### src/rtl/cpu_player_pkg.sv
// Shared types and constants for the computer opponent: FSM encoding and
// the 10-bit XNOR LFSR definition used by the pacing draw.
package cpu_player_pkg;

    typedef enum logic [1:0] {
        IDLE    = 2'd0,
        FIRE    = 2'd1,
        HOLDOFF = 2'd2
    } state_e;

    localparam int LFSR_W  = 10;
    localparam int SPEED_W = 9;
    localparam int TAP_HI  = 9;
    localparam int TAP_LO  = 6;

    localparam logic [LFSR_W-1:0] LFSR_SEED = 10'd0;

    // XNOR feedback keeps the all-zero seed legal; all-ones is the lock-up state.
    function automatic logic [LFSR_W-1:0] lfsr_next(input logic [LFSR_W-1:0] cur);
        return {cur[LFSR_W-2:0], ~(cur[TAP_HI] ^ cur[TAP_LO])};
    endfunction

endpackage

### src/rtl/cpu_player_if.sv
// Game-side signal bundle of the computer opponent: enable/speed in,
// press pulse and LFSR observation out.
interface cpu_player_if;

    logic                                 enable;
    logic [cpu_player_pkg::SPEED_W-1:0]   speed;
    logic                                 press;
    logic [cpu_player_pkg::LFSR_W-1:0]    lfsr_q;

    modport master (
        output enable,
        output speed,
        input  press,
        input  lfsr_q
    );

    modport slave (
        input  enable,
        input  speed,
        output press,
        output lfsr_q
    );

endinterface

### src/rtl/cpu_player_lfsr10.sv
// Step-enabled 10-bit LFSR; holds its value whenever step is low.
module lfsr10
    import cpu_player_pkg::*;
(
    input  logic              Clock,
    input  logic              Reset,
    input  logic              step,
    output logic [LFSR_W-1:0] q
);

    logic [LFSR_W-1:0] q_q;
    logic [LFSR_W-1:0] q_d;

    // Next-state selection: advance on step, otherwise hold.
    always_comb begin
        q_d = q_q;
        if (step) begin
            q_d = lfsr_next(q_q);
        end else begin
            q_d = q_q;
        end
    end

    // State register, cleared to the seed by the asynchronous reset.
    always_ff @(posedge Clock or negedge Reset) begin
        if (!Reset) begin
            q_q <= LFSR_SEED;
        end else begin
            q_q <= q_d;
        end
    end

    assign q = q_q;

endmodule

### src/rtl/cpu_player.sv
// Computer opponent: once per pacing tick draws an LFSR value against the
// speed threshold and emits a single-cycle press, followed by a one-tick hold-off.
module cpu_player
    import cpu_player_pkg::*;
#(
    parameter int TICK_CYCLES = 5_000_000
) (
    input  logic        Clock,
    input  logic        Reset,
    cpu_player_if.slave bus
);

    localparam int CNT_W = (TICK_CYCLES > 2) ? $clog2(TICK_CYCLES) : 1;
    localparam logic [CNT_W-1:0] CNT_LAST = CNT_W'(TICK_CYCLES - 1);
    localparam logic [CNT_W-1:0] CNT_ZERO = {CNT_W{1'b0}};
    localparam logic [CNT_W-1:0] CNT_ONE  = CNT_W'(1);

    logic [CNT_W-1:0]  count_q;
    logic [CNT_W-1:0]  count_d;
    state_e            state_q;
    state_e            state_d;
    logic              press_q;
    logic              press_d;
    logic              tick_s;
    logic              hit_s;
    logic [LFSR_W-1:0] lfsr_s;

    assign tick_s = bus.enable & (count_q == CNT_LAST);
    // Draw uses the pre-advance LFSR value, speed zero-extended.
    assign hit_s  = ({1'b0, bus.speed} > lfsr_s);

    lfsr10 u_lfsr (
        .Clock (Clock),
        .Reset (Reset),
        .step  (tick_s),
        .q     (lfsr_s)
    );

    // Pacing counter: wraps at TICK_CYCLES-1, parked at zero while disabled.
    always_comb begin
        count_d = count_q;
        if (!bus.enable) begin
            count_d = CNT_ZERO;
        end else if (count_q == CNT_LAST) begin
            count_d = CNT_ZERO;
        end else begin
            count_d = count_q + CNT_ONE;
        end
    end

    // Next-state logic; press is the registered image of the FIRE state.
    always_comb begin
        state_d = state_q;
        press_d = 1'b0;
        if (!bus.enable) begin
            state_d = IDLE;
        end else begin
            case (state_q)
                IDLE: begin
                    if (tick_s && hit_s) begin
                        state_d = FIRE;
                    end else begin
                        state_d = IDLE;
                    end
                end
                FIRE: begin
                    state_d = HOLDOFF;
                end
                HOLDOFF: begin
                    if (tick_s) begin
                        state_d = IDLE;
                    end else begin
                        state_d = HOLDOFF;
                    end
                end
                default: begin
                    state_d = IDLE;
                end
            endcase
        end
        press_d = (state_d == FIRE);
    end

    // State, counter and output registers with asynchronous clear.
    always_ff @(posedge Clock or negedge Reset) begin
        if (!Reset) begin
            count_q <= CNT_ZERO;
            state_q <= IDLE;
            press_q <= 1'b0;
        end else begin
            count_q <= count_d;
            state_q <= state_d;
            press_q <= press_d;
        end
    end

    assign bus.press  = press_q;
    assign bus.lfsr_q = lfsr_s;

endmodule

### src/flat_wrapper.sv
// flat-port wrapper written by rule: the top's interface ports become plain ports
module cpu_player_flat import cpu_player_pkg::*;
#(
    parameter int TICK_CYCLES = 5_000_000
)
  (Clock, Reset, bus_enable, bus_speed, bus_press, bus_lfsr_q);
  cpu_player_if bus_i ();
  input  logic Clock;
  input  logic Reset;
  input wire logic [$bits(bus_i.enable)-1:0] bus_enable;
  input wire logic [$bits(bus_i.speed)-1:0] bus_speed;
  output wire logic [$bits(bus_i.press)-1:0] bus_press;
  output wire logic [$bits(bus_i.lfsr_q)-1:0] bus_lfsr_q;
  assign bus_i.enable = bus_enable;
  assign bus_i.speed = bus_speed;
  assign bus_press = bus_i.press;
  assign bus_lfsr_q = bus_i.lfsr_q;
  cpu_player #(.TICK_CYCLES(TICK_CYCLES)) u_core (.Clock(Clock), .Reset(Reset), .bus(bus_i));
endmodule
### config.mk
export PLATFORM = sky130hd
export DESIGN_NAME = cpu_player_flat
export DESIGN_NICKNAME = d
export VERILOG_FILES = /design/src/rtl/cpu_player_pkg.sv /design/src/rtl/cpu_player_if.sv /design/src/rtl/cpu_player_lfsr10.sv /design/src/rtl/cpu_player.sv /design/src/flat_wrapper.sv
export SDC_FILE = /design/constraint.sdc
export NUM_CORES = 1
export LEC_CHECK = 0
export BUFFER_PORTS_ARGS = -buffer_cell sky130_fd_sc_hd__buf_2
export CAP_MARGIN = 20
export CORE_MARGIN = 1
export CORE_UTILIZATION = 40
export CTS_CLUSTER_DIAMETER = 200
export DETAILED_ROUTE_END_ITERATION = 6
export PLACE_DENSITY_LB_ADDON = 0.08
export SYNTH_ARGS = -nofsm -noshare
export SYNTH_HDL_FRONTEND = slang
export SYNTH_SLANG_ARGS = --single-unit
export TNS_END_PERCENT = 50
### constraint.sdc
create_clock -name Clock -period 3 [get_ports Clock]
set_input_delay 0.45 -clock Clock [delete_from_list [all_inputs] [get_ports Clock]]
set_output_delay 0.45 -clock Clock [all_outputs]
set_load 0.01 [all_outputs]
### After elaboration in Yosys (flattened, before gate mapping)

Index checks and enable logic that the tools add are counted.

| cells by class | value |
|---|---|
| add/subtract/negate cells | 1 |
| $lt $le $gt $ge | 1 |
| eq/ne operators | 4 |
| multiplexer cells | 6 |
| bitwise operators | 3 |
| reduce and logical (&&, ||, !) cells | 2 |

Operators with widths:

| operator | number |
|---|---|
| $mux 23 | 2 |
| $add 23x1->23 const B | 1 |
| $eq 23x23->1 const B | 1 |
| $gt 9x10->1 | 1 |
| $pmux 2 s3 | 1 |
| $eq 2x1->1 const B | 2 |
| $mux 2 | 2 |
| $eq 2x2->1 const B | 1 |
| $logic_not 2->1 | 1 |
| $and 1x1->1 | 1 |
| $logic_and 1x1->1 | 1 |
| $mux 1 | 1 |
| $not 1->1 | 1 |
| $xor 1x1->1 | 1 |

| storage, ports and cells | value |
|---|---|
| bits in registers | 36 |
| input port bits | 12 |
| word-level logic and storage cells | 21 |

### Longest topological paths before layout

| logic depth | value |
|---|---|
| depth in word-level cells | 7 |
| depth in mapped cells | 6 |
| mapped depth without buffers | 6 |

### Cells and area by module

From an unflattened synthesis, not the netlist that was laid out.

| unflattened totals | value |
|---|---|
| cell total of the unflattened synthesis | 192 |
| area, all modules | 2,008.2 um2 |

By module, submodules not included:

| module | times used | cells an instance | area each (um2) |
|---|---|---|---|
| cpu_player | 1 | 170 | 1,625.3 |
| lfsr10 | 1 | 22 | 382.9 |

### Worst setup path after synthesis

No wires, ideal clock.

| timing | value |
|---|---|
| kind | register -> register |
| start point | register u_core.count_q[6] |
| end point | register u_core.u_lfsr.q_q[0] (netlist: u_core.u_lfsr.q[0]) |
| library setup time | 0.125 ns |
| arrival | 1.663 ns |
| slack | 1.212 ns |
| stages on the path, launching flop included | 6 |
| path buffers | 1 |
| clock period less this slack | 1.788 ns |
| cells stage by stage | dfrtp_1 > nor4b_1 > nand2_1 > or3_1 > buf_2 > mux2_2 |

| on the way | value |
|---|---|
| word-level cells in the longest chain between the ends | 2 |

RTL lines:

| item | RTL line | text |
|---|---|---|
| from (decl) | cpu_player.sv:18 | `logic [CNT_W-1:0] count_q;` |
| from (signal assigned) | cpu_player.sv:91 | `count_q <= count_d;` |
| $eq 23x23->1 | cpu_player.sv:28 | `assign tick_s = bus.enable & (count_q == CNT_LAST);` |
| $and 1x1->1 | cpu_player.sv:28 |  |
| to (signal assigned) | cpu_player_lfsr10.sv:29 | `q_q <= q_d;` |
| to (decl) | cpu_player_lfsr10.sv:11 | `logic [LFSR_W-1:0] q_q;` |

Every way passes these cells.
A chain may end at the register's enable or synchronous reset.

### Worst setup path in the final report

Ends and elaborated chain as after synthesis.

==> results.cfg <==
[setup_path]
crit_fanout = 10
cp_num_buf_inv = 0
cpLargestDelayFamily = simple AND/OR/NAND/NOR gates
cp.required_ns = 3.17
crit_type = reg2reg
critPathMaxStageDelay_ns = 0.62
cp-start-kind = flop
cp_slowest_cell = or3_1
rr_startpoint = u_core.count_q[6]
crit_path_start = u_core.count_q[6]
arrival_ns = 2.23
crit_chain = nor4b_1, nand2_1, or3_1, mux2_2
cp-end-kind = flop

[timing]
timing_worst_slew_pin_value_ns = 0.799
rsz0062_at_grt = false
max_slew_margin_pct = 46.8
fin_tns_setup_ns = 0
setup_viol = 0
fmax_ghz = 0.485
fin_skew_ns = 0.00535
slew_violations = 0
hold_violations = 0
period_minus_slack_ns = 2.06
finalCritPeriodShare_pct = 68.7

[finish]
fillers = 458
regArea_sq_um = 901
n_antenna_cell = 0
post-route-util_pct = 47.6
area_growth_pct = 13.8
stdcell_count = 287
multi_input_area_sq_um = 992
layout.nets = 242
layout-drive-gt1-share_pct = 19.1
postLayoutCellArea_sq_um = 2250

[yosys]
syn_inst = 195
ys.flop_type = dfrtp_1
synth.largest_area_cell = dfrtp_1
synthMuxAreaShare_pct = 5.77
synth_xor_area_share_pct = 6.65
synth_top_area_share_pct = 45.6
async_flop_share_pct = 100
yosysUniqueCellTypes = 40
synth-simple-area-share_pct = 23.8
synth_top_family_by_area = simple AND/OR/NAND/NOR gates
synthTopCellsByArea = dfrtp_1, ha_1, mux2i_1, nor2_1, xor2_1
ys_ff_latch = 36
synth_compound_gate_area_share_pct = 7.73
synth_area_per_cell_sq_um = 10.1
syn_nets = 217
synth_edf_count = 0
syn_area_sq_um = 1970
yosys.area_share.adder_pct = 6.34
yosys_warnings = 0
yosysSeqAreaShare_pct = 45.6

[clock_network]
clock_latency_ns = 0.28
postCtsSetupBuffers = 0
cts_root_buf = clkbuf_8
cts_tree = done
cts_buffer_depth = 2
holdBufCountCts = 0
cts_buffers = 5
path_clk_slew_ns = 0.07
cts-htree-levels = 2
post_cts_resized = 0
cts.sinks = 36

[placement]
dp_hpwl_mm = 3.04
portBuffers = 22
place_inst = 280
dpl_cell_area_sq_um = 2150
gp_congestion = 0.846

[detailed_routing]
ant_nets = 0
drc = 0
drt-initial-drc-count = 27
wl_per_cell_microns = 14.1
drtPass1Iterations = 4
vias = 1532
routed_via_density = 5.34
finalWirelength_mm = 4.05

[die]
io_pins = 23
fp.dieW_microns = 72.3
start_util_pct = 41.8
dieArea_sq_um = 5220
core_sq_um = 4720
die_h_microns = 72.3
core.rowCount = 25

[pwr]
power_density_nw_per_um2 = 397
p_total_w = 0.000893
leakagePower_nw = 1.07
peakVddDrop_mv = 0.204

[global_routing]
grt_max_degree = 37
grt_pass1_vias = 1534
grt_pass1_wl_mm = 6.96
grt.total_usage_pct = 17.4
grt-ovfl-total = 0
grt_antenna_before_repair = 0

[run_status]
outcome = finished, final reports clean

[job]
maxCapViolCount = 0

[min_path]
min_path_type = in2async
-- cells by family after synthesis --
| kind of cell | Yosys count |
|---|---|
| flip-flops | 36 |
| multiplexers | 11 |
| AO/OA/AOI/OAI | 24 |
| adder cells (fa/ha/maj) | 10 |
| buffers and inverters | 19 |
| XOR/XNOR | 15 |
| AND/OR/NAND/NOR | 80 |
-- report_power, final --
part | internal (W) | switching (W) | total (W)
sequential | 0.000489 | 0.00000335 | 0.000492
combinational | 0.0000141 | 0.0000257 | 0.0000398
clock | 0.000204 | 0.000157 | 0.000361
total | 0.000707 | 0.000186 | 0.000893
-- state kept, by name (all words and copies together), names as in the netlist --
signal            cells
u_core.state_q        2
u_core.count_q       23
u_core.bus.press      1
u_core.u_lfsr.q      10
-- through the flow --
step,hold slack (ns),setup WS [ns]
2_1_floorplan,0.154,1.21
3_3_place_gp,0.479,0.984
3_5_place_dp,0.479,0.962
4_1_cts,0.275,0.951
5_1_grt,0.332,0.895
6_report,0.253,0.938
-- layer usage --
metal  wire length, microns  part of all wire (%)  track usage (%)
met1                   1830                    45             20.4
met2                   2000                    49             30.9
met3                    158                   3.9             4.17
met4                     53                   1.3             5.88
met5                      0                     0                0
-- Yosys cell counts, drive strengths merged, types with 7 or more instances --
master / count
nand2: 10
mux2i: 8
inv: 13
dfrtp: 36
a21oi: 10
nand4: 8
xnor2: 7
xor2: 8
ha: 10
nand3: 11
nor2: 19
-- area by class of cell --
class | count | share of cell area (%)
clock buffer | 7 | 4.29
inverter | 13 | 2.17
multi-input combinational | 140 | 44.2
sequential | 36 | 40.1
tap | 67 | 3.73
timing repair buffer | 24 | 5.57
-- placed cells by master (no fill, tap or decap), types with 3 or more instances in the layout --
cell type and count:
dfrtp_1 36, buf_2 22, nor2_1 19, inv_1 13
nand3_1 11, nand2_1 10, ha_1 10, a21oi_1 9
mux2i_1 8, xor2_1 8, nand4_1 7, xnor2_1 7
clkbuf_8 7, o31ai_1 5, and4_1 4, o21ai_0 4
nor4b_1 3, nor3b_1 3, nor4_1 3, mux2_2 3
-- worst reg2reg max path, stage by stage (launching register included) --
cell and delay (ns):
dfrtp_1 0.43, nor4b_1 0.42, nand2_1 0.10, or3_1 0.62, mux2_2 0.37
-- path summary, 6_finish.rpt --
kind | end | slack (ns) | depth (start not counted)
worst max-delay path | u_core.u_lfsr.q[0] | 0.94 | 4
worst min-delay path | u_core.u_lfsr.q[7] | 0.25 | 1
worst max register to register | u_core.u_lfsr.q[0] | 0.94 | 4
worst min register to register | u_core.count_q[0] | 0.48 | 1
max in group asynchronous | u_core.u_lfsr.q[5] | 2.23 | 1
min in group Clock | u_core.count_q[20] | 0.48 | 3
No activity file was read; power rests on OpenSTA's default activity.
